$ cat src/rtl/rc4_key_search_if.sv
// Control handshake plus S RAM / ciphertext ROM / plaintext RAM ports of the
// RC4 key search engine. The slave side is the engine, the master side its host.
interface rc4_key_search_if #(
  parameter int KEY_W = 24,
  parameter int AW    = 5
);
  logic             start;
  logic             abort;
  logic [KEY_W-1:0] key_lo;
  logic [KEY_W-1:0] key_hi;
  logic             busy;
  logic             done;
  logic             found;
  logic [KEY_W-1:0] key_out;

  logic [7:0]       s_addr;
  logic [7:0]       s_data;
  logic             s_wren;
  logic [7:0]       s_q;
  logic [AW-1:0]    ct_addr;
  logic [7:0]       ct_q;
  logic [AW-1:0]    pt_addr;
  logic [7:0]       pt_data;
  logic             pt_wren;

  modport master (
    output start, abort, key_lo, key_hi, s_q, ct_q,
    input  busy, done, found, key_out,
    input  s_addr, s_data, s_wren, ct_addr, pt_addr, pt_data, pt_wren
  );

  modport slave (
    input  start, abort, key_lo, key_hi, s_q, ct_q,
    output busy, done, found, key_out,
    output s_addr, s_data, s_wren, ct_addr, pt_addr, pt_data, pt_wren
  );
endinterface

$ cat src/rtl/rc4_key_search.sv
// Brute-force RC4 key search: per candidate key run S init, KSA and PRGA over the
// ciphertext ROM, keep plaintext while every byte is printable, stop on first full match.
module rc4_key_search #(
  parameter int         KEY_BYTES = 3,
  parameter int         MSG_LEN   = 32,
  parameter int         AW        = 5,
  parameter logic [7:0] CHAR_LO   = 8'h61,
  parameter logic [7:0] CHAR_HI   = 8'h7A
) (
  input logic              CLOCK_50,
  input logic              reset,
  rc4_key_search_if.slave  bus
);
  localparam int KEY_W = 8 * KEY_BYTES;
  localparam int KW    = AW + 1;
  localparam int KBW   = (KEY_BYTES > 1) ? $clog2(KEY_BYTES) : 1;
  localparam logic [KW-1:0]  K_LAST  = KW'(MSG_LEN - 1);
  localparam logic [KBW-1:0] KB_LAST = KBW'(KEY_BYTES - 1);

  typedef enum logic [4:0] {
    S_IDLE, S_INIT,
    S_KSA_RD_I, S_KSA_WAIT_I, S_KSA_RD_J, S_KSA_WAIT_J, S_KSA_WR_I, S_KSA_WR_J,
    S_PRGA_RD_I, S_PRGA_WAIT_I, S_PRGA_RD_J, S_PRGA_WAIT_J, S_PRGA_WR_I, S_PRGA_WR_J,
    S_PRGA_RD_F, S_PRGA_WAIT_F, S_CHECK, S_NEXT_KEY, S_DONE
  } state_t;

  state_t           state_reg, state_next;
  logic [7:0]       i_reg, i_next, j_reg, j_next;
  logic [7:0]       si_reg, si_next, sj_reg, sj_next, p_reg, p_next;
  logic [KBW-1:0]   kb_reg, kb_next;
  logic [KW-1:0]    k_reg, k_next;
  logic [KEY_W-1:0] key_reg, key_next, hi_reg, hi_next;
  logic             found_reg, found_next;

  logic [7:0]    s_addr_c, s_data_c, pt_data_c;
  logic          s_wren_c, pt_wren_c;
  logic [AW-1:0] ct_addr_c, pt_addr_c;

  // Key bytes MSB first; padding entries keep the selector index exactly KBW wide.
  logic [7:0] key_byte [2**KBW];
  generate
    for (genvar gi = 0; gi < 2**KBW; gi++) begin : g_key_byte
      if (gi < KEY_BYTES) begin : g_used
        assign key_byte[gi] = key_reg[KEY_W-1-8*gi -: 8];
      end else begin : g_pad
        assign key_byte[gi] = 8'h00;
      end
    end
  endgenerate

  logic accept;
  assign accept = ((p_reg >= CHAR_LO) && (p_reg <= CHAR_HI)) || (p_reg == 8'h20);

  always_ff @(posedge CLOCK_50) begin
    if (reset) begin
      state_reg <= S_IDLE;
      i_reg     <= '0;
      j_reg     <= '0;
      si_reg    <= '0;
      sj_reg    <= '0;
      p_reg     <= '0;
      kb_reg    <= '0;
      k_reg     <= '0;
      key_reg   <= '0;
      hi_reg    <= '0;
      found_reg <= 1'b0;
    end else begin
      state_reg <= state_next;
      i_reg     <= i_next;
      j_reg     <= j_next;
      si_reg    <= si_next;
      sj_reg    <= sj_next;
      p_reg     <= p_next;
      kb_reg    <= kb_next;
      k_reg     <= k_next;
      key_reg   <= key_next;
      hi_reg    <= hi_next;
      found_reg <= found_next;
    end
  end

  always_comb begin
    state_next = state_reg;
    i_next     = i_reg;
    j_next     = j_reg;
    si_next    = si_reg;
    sj_next    = sj_reg;
    p_next     = p_reg;
    kb_next    = kb_reg;
    k_next     = k_reg;
    key_next   = key_reg;
    hi_next    = hi_reg;
    found_next = found_reg;
    s_addr_c   = 8'h00;
    s_data_c   = 8'h00;
    s_wren_c   = 1'b0;
    ct_addr_c  = '0;
    pt_addr_c  = '0;
    pt_data_c  = 8'h00;
    pt_wren_c  = 1'b0;

    case (state_reg)
      S_IDLE, S_DONE: begin
        if (bus.start) begin
          key_next   = bus.key_lo;
          hi_next    = bus.key_hi;
          found_next = 1'b0;
          i_next     = 8'h00;
          state_next = (bus.key_lo > bus.key_hi) ? S_DONE : S_INIT;
        end
      end
      S_INIT: begin
        s_addr_c = i_reg;
        s_data_c = i_reg;
        s_wren_c = 1'b1;
        i_next   = i_reg + 8'd1;
        if (i_reg == 8'hFF) begin
          j_next     = 8'h00;
          kb_next    = '0;
          state_next = S_KSA_RD_I;
        end
      end
      S_KSA_RD_I: begin
        s_addr_c   = i_reg;
        state_next = S_KSA_WAIT_I;
      end
      S_KSA_WAIT_I: begin
        si_next    = bus.s_q;
        j_next     = j_reg + bus.s_q + key_byte[kb_reg];
        state_next = S_KSA_RD_J;
      end
      S_KSA_RD_J: begin
        s_addr_c   = j_reg;
        state_next = S_KSA_WAIT_J;
      end
      S_KSA_WAIT_J: begin
        sj_next    = bus.s_q;
        state_next = S_KSA_WR_I;
      end
      S_KSA_WR_I: begin
        s_addr_c   = i_reg;
        s_data_c   = sj_reg;
        s_wren_c   = 1'b1;
        state_next = S_KSA_WR_J;
      end
      S_KSA_WR_J: begin
        // When i == j this second write restores old s[i], which is the correct swap result.
        s_addr_c = j_reg;
        s_data_c = si_reg;
        s_wren_c = 1'b1;
        i_next   = i_reg + 8'd1;
        kb_next  = (kb_reg == KB_LAST) ? '0 : kb_reg + 1'b1;
        if (i_reg == 8'hFF) begin
          j_next     = 8'h00;
          k_next     = '0;
          state_next = S_PRGA_RD_I;
        end else begin
          state_next = S_KSA_RD_I;
        end
      end
      S_PRGA_RD_I: begin
        s_addr_c   = i_reg + 8'd1;
        i_next     = i_reg + 8'd1;
        state_next = S_PRGA_WAIT_I;
      end
      S_PRGA_WAIT_I: begin
        si_next    = bus.s_q;
        j_next     = j_reg + bus.s_q;
        state_next = S_PRGA_RD_J;
      end
      S_PRGA_RD_J: begin
        s_addr_c   = j_reg;
        state_next = S_PRGA_WAIT_J;
      end
      S_PRGA_WAIT_J: begin
        sj_next    = bus.s_q;
        state_next = S_PRGA_WR_I;
      end
      S_PRGA_WR_I: begin
        s_addr_c   = i_reg;
        s_data_c   = sj_reg;
        s_wren_c   = 1'b1;
        state_next = S_PRGA_WR_J;
      end
      S_PRGA_WR_J: begin
        s_addr_c   = j_reg;
        s_data_c   = si_reg;
        s_wren_c   = 1'b1;
        state_next = S_PRGA_RD_F;
      end
      S_PRGA_RD_F: begin
        s_addr_c   = si_reg + sj_reg;
        ct_addr_c  = k_reg[AW-1:0];
        state_next = S_PRGA_WAIT_F;
      end
      S_PRGA_WAIT_F: begin
        p_next     = bus.s_q ^ bus.ct_q;
        state_next = S_CHECK;
      end
      S_CHECK: begin
        if (accept) begin
          pt_wren_c = 1'b1;
          pt_addr_c = k_reg[AW-1:0];
          pt_data_c = p_reg;
          if (k_reg == K_LAST) begin
            found_next = 1'b1;
            state_next = S_DONE;
          end else begin
            k_next     = k_reg + 1'b1;
            state_next = S_PRGA_RD_I;
          end
        end else begin
          state_next = S_NEXT_KEY;
        end
      end
      S_NEXT_KEY: begin
        if (key_reg == hi_reg) begin
          state_next = S_DONE;
        end else begin
          key_next   = key_reg + 1'b1;
          i_next     = 8'h00;
          state_next = S_INIT;
        end
      end
      default: state_next = S_IDLE;
    endcase

    // Abort outranks start and any search step.
    if (bus.abort) begin
      state_next = S_IDLE;
      found_next = 1'b0;
    end
  end

  assign bus.busy    = (state_reg != S_IDLE) && (state_reg != S_DONE);
  assign bus.done    = (state_reg == S_DONE);
  assign bus.found   = found_reg;
  assign bus.key_out = key_reg;
  assign bus.s_addr  = s_addr_c;
  assign bus.s_data  = s_data_c;
  assign bus.s_wren  = s_wren_c;
  assign bus.ct_addr = ct_addr_c;
  assign bus.pt_addr = pt_addr_c;
  assign bus.pt_data = pt_data_c;
  assign bus.pt_wren = pt_wren_c;
endmodule

$ cat src/flat_wrapper.sv
// flat-port wrapper written by rule: the top's interface ports become plain ports
module rc4_key_search_flat 
#(
  parameter int         KEY_BYTES = 3,
  parameter int         MSG_LEN   = 32,
  parameter int         AW        = 5,
  parameter logic [7:0] CHAR_LO   = 8'h61,
  parameter logic [7:0] CHAR_HI   = 8'h7A
)
  (CLOCK_50, reset, bus_start, bus_abort, bus_key_lo, bus_key_hi, bus_s_q, bus_ct_q, bus_busy, bus_done, bus_found, bus_key_out, bus_s_addr, bus_s_data, bus_s_wren, bus_ct_addr, bus_pt_addr, bus_pt_data, bus_pt_wren);
  rc4_key_search_if #(.KEY_W(24), .AW(AW)) bus_i ();
  input logic CLOCK_50;
  input logic reset;
  input wire logic [$bits(bus_i.start)-1:0] bus_start;
  input wire logic [$bits(bus_i.abort)-1:0] bus_abort;
  input wire logic [$bits(bus_i.key_lo)-1:0] bus_key_lo;
  input wire logic [$bits(bus_i.key_hi)-1:0] bus_key_hi;
  input wire logic [$bits(bus_i.s_q)-1:0] bus_s_q;
  input wire logic [$bits(bus_i.ct_q)-1:0] bus_ct_q;
  output wire logic [$bits(bus_i.busy)-1:0] bus_busy;
  output wire logic [$bits(bus_i.done)-1:0] bus_done;
  output wire logic [$bits(bus_i.found)-1:0] bus_found;
  output wire logic [$bits(bus_i.key_out)-1:0] bus_key_out;
  output wire logic [$bits(bus_i.s_addr)-1:0] bus_s_addr;
  output wire logic [$bits(bus_i.s_data)-1:0] bus_s_data;
  output wire logic [$bits(bus_i.s_wren)-1:0] bus_s_wren;
  output wire logic [$bits(bus_i.ct_addr)-1:0] bus_ct_addr;
  output wire logic [$bits(bus_i.pt_addr)-1:0] bus_pt_addr;
  output wire logic [$bits(bus_i.pt_data)-1:0] bus_pt_data;
  output wire logic [$bits(bus_i.pt_wren)-1:0] bus_pt_wren;
  assign bus_i.start = bus_start;
  assign bus_i.abort = bus_abort;
  assign bus_i.key_lo = bus_key_lo;
  assign bus_i.key_hi = bus_key_hi;
  assign bus_i.s_q = bus_s_q;
  assign bus_i.ct_q = bus_ct_q;
  assign bus_busy = bus_i.busy;
  assign bus_done = bus_i.done;
  assign bus_found = bus_i.found;
  assign bus_key_out = bus_i.key_out;
  assign bus_s_addr = bus_i.s_addr;
  assign bus_s_data = bus_i.s_data;
  assign bus_s_wren = bus_i.s_wren;
  assign bus_ct_addr = bus_i.ct_addr;
  assign bus_pt_addr = bus_i.pt_addr;
  assign bus_pt_data = bus_i.pt_data;
  assign bus_pt_wren = bus_i.pt_wren;
  rc4_key_search #(.KEY_BYTES(KEY_BYTES), .MSG_LEN(MSG_LEN), .AW(AW), .CHAR_LO(CHAR_LO), .CHAR_HI(CHAR_HI)) u_core (.CLOCK_50(CLOCK_50), .reset(reset), .bus(bus_i));
endmodule
$ cat config.mk
export PLATFORM = sky130hd
export DESIGN_NAME = rc4_key_search_flat
export DESIGN_NICKNAME = d
export VERILOG_FILES = /design/src/rtl/rc4_key_search_if.sv /design/src/rtl/rc4_key_search.sv /design/src/flat_wrapper.sv
export SDC_FILE = /design/constraint.sdc
export NUM_CORES = 1
export LEC_CHECK = 0
export CAP_MARGIN = 40
export CORE_ASPECT_RATIO = 0.9
export CORE_UTILIZATION = 60
export DETAILED_ROUTE_END_ITERATION = 10
export DONT_BUFFER_PORTS = 1
export PLACE_DENSITY = 0.83
export SLEW_MARGIN = 0
export SYNTH_ARGS = -nofsm -noshare
export SYNTH_HDL_FRONTEND = slang
export SYNTH_SLANG_ARGS = --single-unit
$ cat constraint.sdc
create_clock -name CLOCK_50 -period 7.45 [get_ports CLOCK_50]
set_input_delay 2.235 -clock CLOCK_50 [delete_from_list [all_inputs] [get_ports CLOCK_50]]
set_output_delay 2.235 -clock CLOCK_50 [all_outputs]
set_load 0.005 [all_outputs]
* Yosys cells after proc, flatten, opt, wreduce, memory -nomap -nowiden
Cells that the tools add are included.
Cells by class: $add $sub $neg 7, $lt $le $gt $ge 4, equality and inequality tests 32, mux-type cells 40, bitwise gates (word level) 2, reductions and logical operators 30
Operators with widths (count):
- 5-bit one-hot mux with 18 select lines | 1
- 8-bit one-hot mux with 3 select lines | 3
- 8-bit two-way mux | 7
- 24-bit two-way mux | 2
- 24-bit one-hot mux with 2 select lines | 1
- 5-bit two-way mux | 9
- 5-bit by 4-bit equality test with 1-bit output (second input constant) | 8
- 8-bit one-hot mux with 4 select lines | 1
- 24-bit by 1-bit adder with 24-bit output (second input constant) | 1
- 8-bit adder | 3
- 24-bit equality test | 1
- 24-bit > comparator | 1
- 5-bit by 3-bit equality test with 1-bit output (second input constant) | 4
- 6-bit two-way mux | 3
- 8-bit binary-select mux with 2-bit select | 1
- 5-bit equality test (second input constant) | 3
- 2-bit OR reduction | 7
- 6-bit one-hot mux with 2 select lines | 1
- 5-bit by 2-bit equality test with 1-bit output (second input constant) | 2
- 2-bit by 1-bit inequality test with 1-bit output (second input constant) | 5
- 8-bit by 1-bit adder with 8-bit output (second input constant) | 1
- 8-bit by 6-bit equality test with 1-bit output (second input constant) | 1
- 8-bit equality test (second input constant) | 1
- 8-bit by 7-bit greater-or-equal comparator with 1-bit output (second input constant) | 1
- other kinds (28) | 47
Storage, ports and cells: register bits after elaboration 102, output and inout bits 63

* Logic depth before layout (Yosys ltp)
depth in word-level cells 6, mapped depth 13

* Worst setup path after synthesis
Ideal clock, no wire load.
kind input to register, start point input port bus_s_q[0], end point register u_core.j_reg[7], library setup time 0.091 ns, arrival 4.817 ns, data required time 7.359 ns, path slack 2.542 ns, stages 12, path through ha_1 > fa_1 > a21o_1 > a21oi_1 > xnor2_1 > ha_1 > a41oi_1 > o21ai_0 > o31ai_1 > mux2i_1 > o21ai_1 > a311oi_1
On the way: word-level cells in the longest chain between the ends 3
RTL lines:
- start, declared | line flat_wrapper.sv:18 | input wire logic [$bits(bus_i.s_q)-1:0] bus_s_q;
- 8-bit adder (*) | line rc4_key_search.sv:129, rc4_key_search.sv:168
- 8-bit adder | line rc4_key_search.sv:129 | j_next = j_reg + bus.s_q + key_byte[kb_reg];
- 8-bit one-hot mux with 3 select lines (*) | line rc4_key_search.sv:102 | case (state_reg)
- end signal, assigned | line rc4_key_search.sv:70 | j_reg <= j_next;
- end, declared | line rc4_key_search.sv:28 | logic [7:0] i_reg, i_next, j_reg, j_next;
Every way passes the cells marked *; elsewhere a longest branch is shown, timed or not. A chain may end at the register's enable or synchronous reset.

* Worst setup path in the final report
start point register u_core.state_reg[0], end point output port bus_s_data[6]
On the way: word-level cells in the longest chain between the ends 3, elaborated cells on any way between the ends 8, classes of those cells eq/ne (5); mux (1); reduce/logical (2)
RTL lines:
- start, declared | line rc4_key_search.sv:27 | state_t state_reg, state_next;
- start signal, assigned | line rc4_key_search.sv:68 | state_reg <= state_next;
- 5-bit by 4-bit equality test with 1-bit output or 5-bit by 3-bit equality test with 1-bit output (tied branches) | line rc4_key_search.sv:102
- 2-bit OR reduction (no line)
- 8-bit one-hot mux with 3 select lines (*) | line rc4_key_search.sv:102
- end, declared | line flat_wrapper.sv:25 | output wire logic [$bits(bus_i.s_data)-1:0] bus_s_data;
Marks and branches as above.

==> run_results.csv <==
group,metric,value,unit
status,status,"finished, final reports clean",
layout,regArea,0.00204,mm2
clocking,htreeDepth,3,
worst_hold_path,whs_endpoint,"u_core.hi_reg[14]$_SDFFE_PP0P_",
logic_synthesis,ys_seq_elements,102,
critical_path,rrSetupSlack,4.18,ns
power_and_ir_drop,cellPowerDensity,187,mW/mm2
floorplanning,coreArea,0.0122,mm2
critical_path,cp_num_buf_inv,1,
clocking,hold_buffers,0,
timing,setup_viol_count_final,0,
clocking,numCtsBuffers,9,
placed_design,portBuffers,0,
layout,diodes,0,
timing,fin_crit_sh,0.672,
global_routing,grt_pass1_vias,6353,
layout,nets,1040,
floorplanning,start_util,0.619,
floorplanning,num_io_pins,131,
critical_path,cp_top_family,"simple AND/OR/NAND/NOR gates",
floorplanning,die_w,120,um
timing,hold_viol,0,
global_routing,grt_first_pass_wirelength,32.7,mm
power_and_ir_drop,switching_share,0.286,
critical_path,cp-startpoint,"u_core.state_reg[0]$_SDFFE_PP0P_",
critical_path,crit_cells,4,
detailed_routing,via_count,6973,
power_and_ir_drop,clkPwrFrac,0.403,
logic_synthesis,netlist_area,0.00754,mm2
clocking,cts_num_sinks,102,
power_and_ir_drop,power_frac_comb,0.171,
power_and_ir_drop,pwr-share-seq,0.425,
timing,slew-limit-headroom,0.383,
power_and_ir_drop,power,1470,uW
layout,areaGrowthSynthToFinish,4.10,%
placed_design,dp_slack,2.31,ns
logic_synthesis,yosysWarnings,0,
logic_synthesis,synth_enable_flop_cells,0,
power_and_ir_drop,p_leak,0.00322,uW
detailed_routing,drc,0,
clocking,clk_latency,0.36,ns
critical_path,timing.rr.start,"u_core.j_reg[0]$_SDFFE_PP0P_",
detailed_routing,antenna_left,0,
detailed_routing,drt-initial-drc-count,740,
layout,most-common-layout-cells,"nand2_1 (132), dfxtp_1 (102), nor2_1 (86)",
placed_design,hpwl,14.6,mm
timing,rsz0062_at_grt,"no",
critical_path,crit_fanout,24,
clocking,max-clock-path-buffers,2,
global_routing,antenna_found_initial,0,
logic_synthesis,ys_seq_area_frac,0.271,
logic_synthesis,synth_cell_types,73,
timing,final_max_slew_viol_count,0,
timing,setup_tns,0,ns
floorplanning,fp.dieH,108,um
logic_synthesis,synth_ff_type,"dfxtp_1",
worst_hold_path,hold_class,"flip-flop to flip-flop",
critical_path,end_kind,"output port",
timing,fin_skew,0.0128,ns
timing,setup_ws,2.45,ns
detailed_routing,post_drt_wl_per_cell,18.8,um
clocking,cts_tree,"yes",
critical_path,reg2regPathDepth,12,
layout,utilization,0.645,
power_and_ir_drop,ir_worst_vdd,0.131,mV
critical_path,worstPathArrival,2.77,ns
run,cap_violations,0,
global_routing,track_usage,0.317,
logic_synthesis,async_flop_share,0,
clocking,clkSlewWorstSetupHoldPaths,0.07,ns
critical_path,worstReg2RegEnd,"u_core.j_reg[7]$_SDFFE_PP0P_",
floorplanning,die_area,0.0130,mm2
power_and_ir_drop,p_int,1050,uW
critical_path,worst_ep_required_time,5.22,ns
clocking,cts_setup_buffers,0,
worst_hold_path,min_from,"u_core.hi_reg[14]$_SDFFE_PP0P_",
logic_synthesis,syn_area_per_cell,7.80,um2
timing,period_minus_slack,5.00,ns
timing,max_freq,200,MHz
logic_synthesis,syn_nets,1085,
detailed_routing,drt_wl_total,20.4,mm
logic_synthesis,synthesis.instances,966,
critical_path,timing_worst_setup_path_type,"flip-flop to output port",
layout,drive_gt1_frac,0.0692,
timing,worstMarginPinSlew,0.926,ns
layout,mostFrequentLayoutCell,"nand2_1",
critical_path,slowest_delay,0.90,ns
detailed_routing,dr.pass1.iters,6,
power_and_ir_drop,p_switching,421,uW
global_routing,grt_max_degree,99,
layout,fillers,1083,
layout,multiInputGateArea,0.00501,mm2
global_routing,gr-total-overflow,0,
clocking,cts.repair.resized,0,
clocking,clockRootBuffer,"clkbuf_16",
placed_design,gp_congestion,0.914,
detailed_routing,viasPerCell,6.43,
critical_path,critPathSlowestCell,"dfxtp_1",
floorplanning,num_rows,38,
critical_path,path_cells,"nand2b_1 -> nor2_1 -> a222oi_1 -> inv_1",
worst_hold_path,holdPathStages,2,
critical_path,startpoint_type,"flip-flop",
-- metrics by stage --
step | cell area (um2) | instances | hold WS [ns]
final | 7850 | 1085 | 0.471
after global routing | 7850 | 1085 | 0.489
after CTS | 7850 | 1085 | 0.465
after detailed placement | 7480 | 1070 | 0.456
after global placement | 7430 | 1066 | 0.451
after floorplan | 7540 | 966 | 0.449
-- cell type report --
class,count,area share
repair buffers,6,0.00797
multi-input cells,759,0.639
flip-flops and latches,102,0.260
clock buffers,10,0.0305
clock inverters,5,0.0164
well taps,160,0.0255
inverters,43,0.0206
-- synth_stat cells (3+ instances only) --
cell	n	area (um2)
buf_4	10	75.1
mux2i_1	28	280
a311oi_1	8	70.1
dfxtp_1	102	2040
nor3_1	14	70.1
o211ai_1	3	22.5
fa_1	3	60.1
xnor2_1	42	368
o21ai_0	45	225
o21bai_1	6	45.0
a22oi_1	10	75.1
o22ai_1	3	18.8
inv_1	43	161
a211oi_1	15	113
a21o_1	8	60.1
nand2b_1	9	56.3
a21oi_1	83	415
o31ai_1	12	90.1
buf_6	5	56.3
a22o_1	3	26.3
a221oi_1	5	43.8
a222oi_1	11	110
clkbuf_1	31	116
nor3_2	4	40.0
a211oi_2	10	125
nor4_4	3	63.8
nor4_1	3	18.8
buf_2	15	75.1
or3_1	5	31.3
nor2_1	86	323
nor3b_1	4	30.0
nand4_1	14	87.6
a21oi_2	7	61.3
xor2_1	14	123
and2_1	12	75.1
nand3_1	28	140
and3_1	25	156
nand2_1	132	495
a31oi_1	6	37.5
o21ai_1	6	30.0
ha_1	48	601
-- cell families after synthesis --
family | count (synthesis) | synth area share
compound gates | 265 | 0.241
fa+ha+maj | 51 | 0.0876
xor+xnor | 58 | 0.0694
buf+inv | 105 | 0.0647
simple gates | 356 | 0.229
flops | 102 | 0.271
other cells | 1 | 0.000497
mux | 28 | 0.0372
-- routing by layer --
layer / GRT usage / vias up / part of all wire
met1: 0.425 / 3231 / 0.43
met5: 0 / - / 0
met4: 0.0991 / 0 / 0.021
met3: 0.109 / 42 / 0.11
met2: 0.476 / 332 / 0.44
li1: - / 3368 / -
-- how the worst max path moves through the flow --
stage	to
after CTS	bus_s_data[7]
after detailed placement	u_core.j_reg[7]$_SDFFE_PP0P_
final	bus_s_data[6]
after floorplan	u_core.j_reg[7]$_SDFFE_PP0P_
after global routing	bus_s_data[6]
after global placement	u_core.j_reg[7]$_SDFFE_PP0P_
-- power groups by stage --
stage / combinational (uW) / sequential (uW) / clock (uW)
floorplan: 227 / 609 / 0
global placement: 239 / 636 / 0
detailed placement: 247 / 637 / 0
CTS: 249 / 624 / 596
global route: 281 / 630 / 615
finish: 252 / 626 / 593
-- tightest hold or removal path: stages, from the launching register on --
cell and delay [ns]:
dfxtp_1 0.32, nand2_1 0.05, a21oi_1 0.05
(Power assumes the default switching activity.)
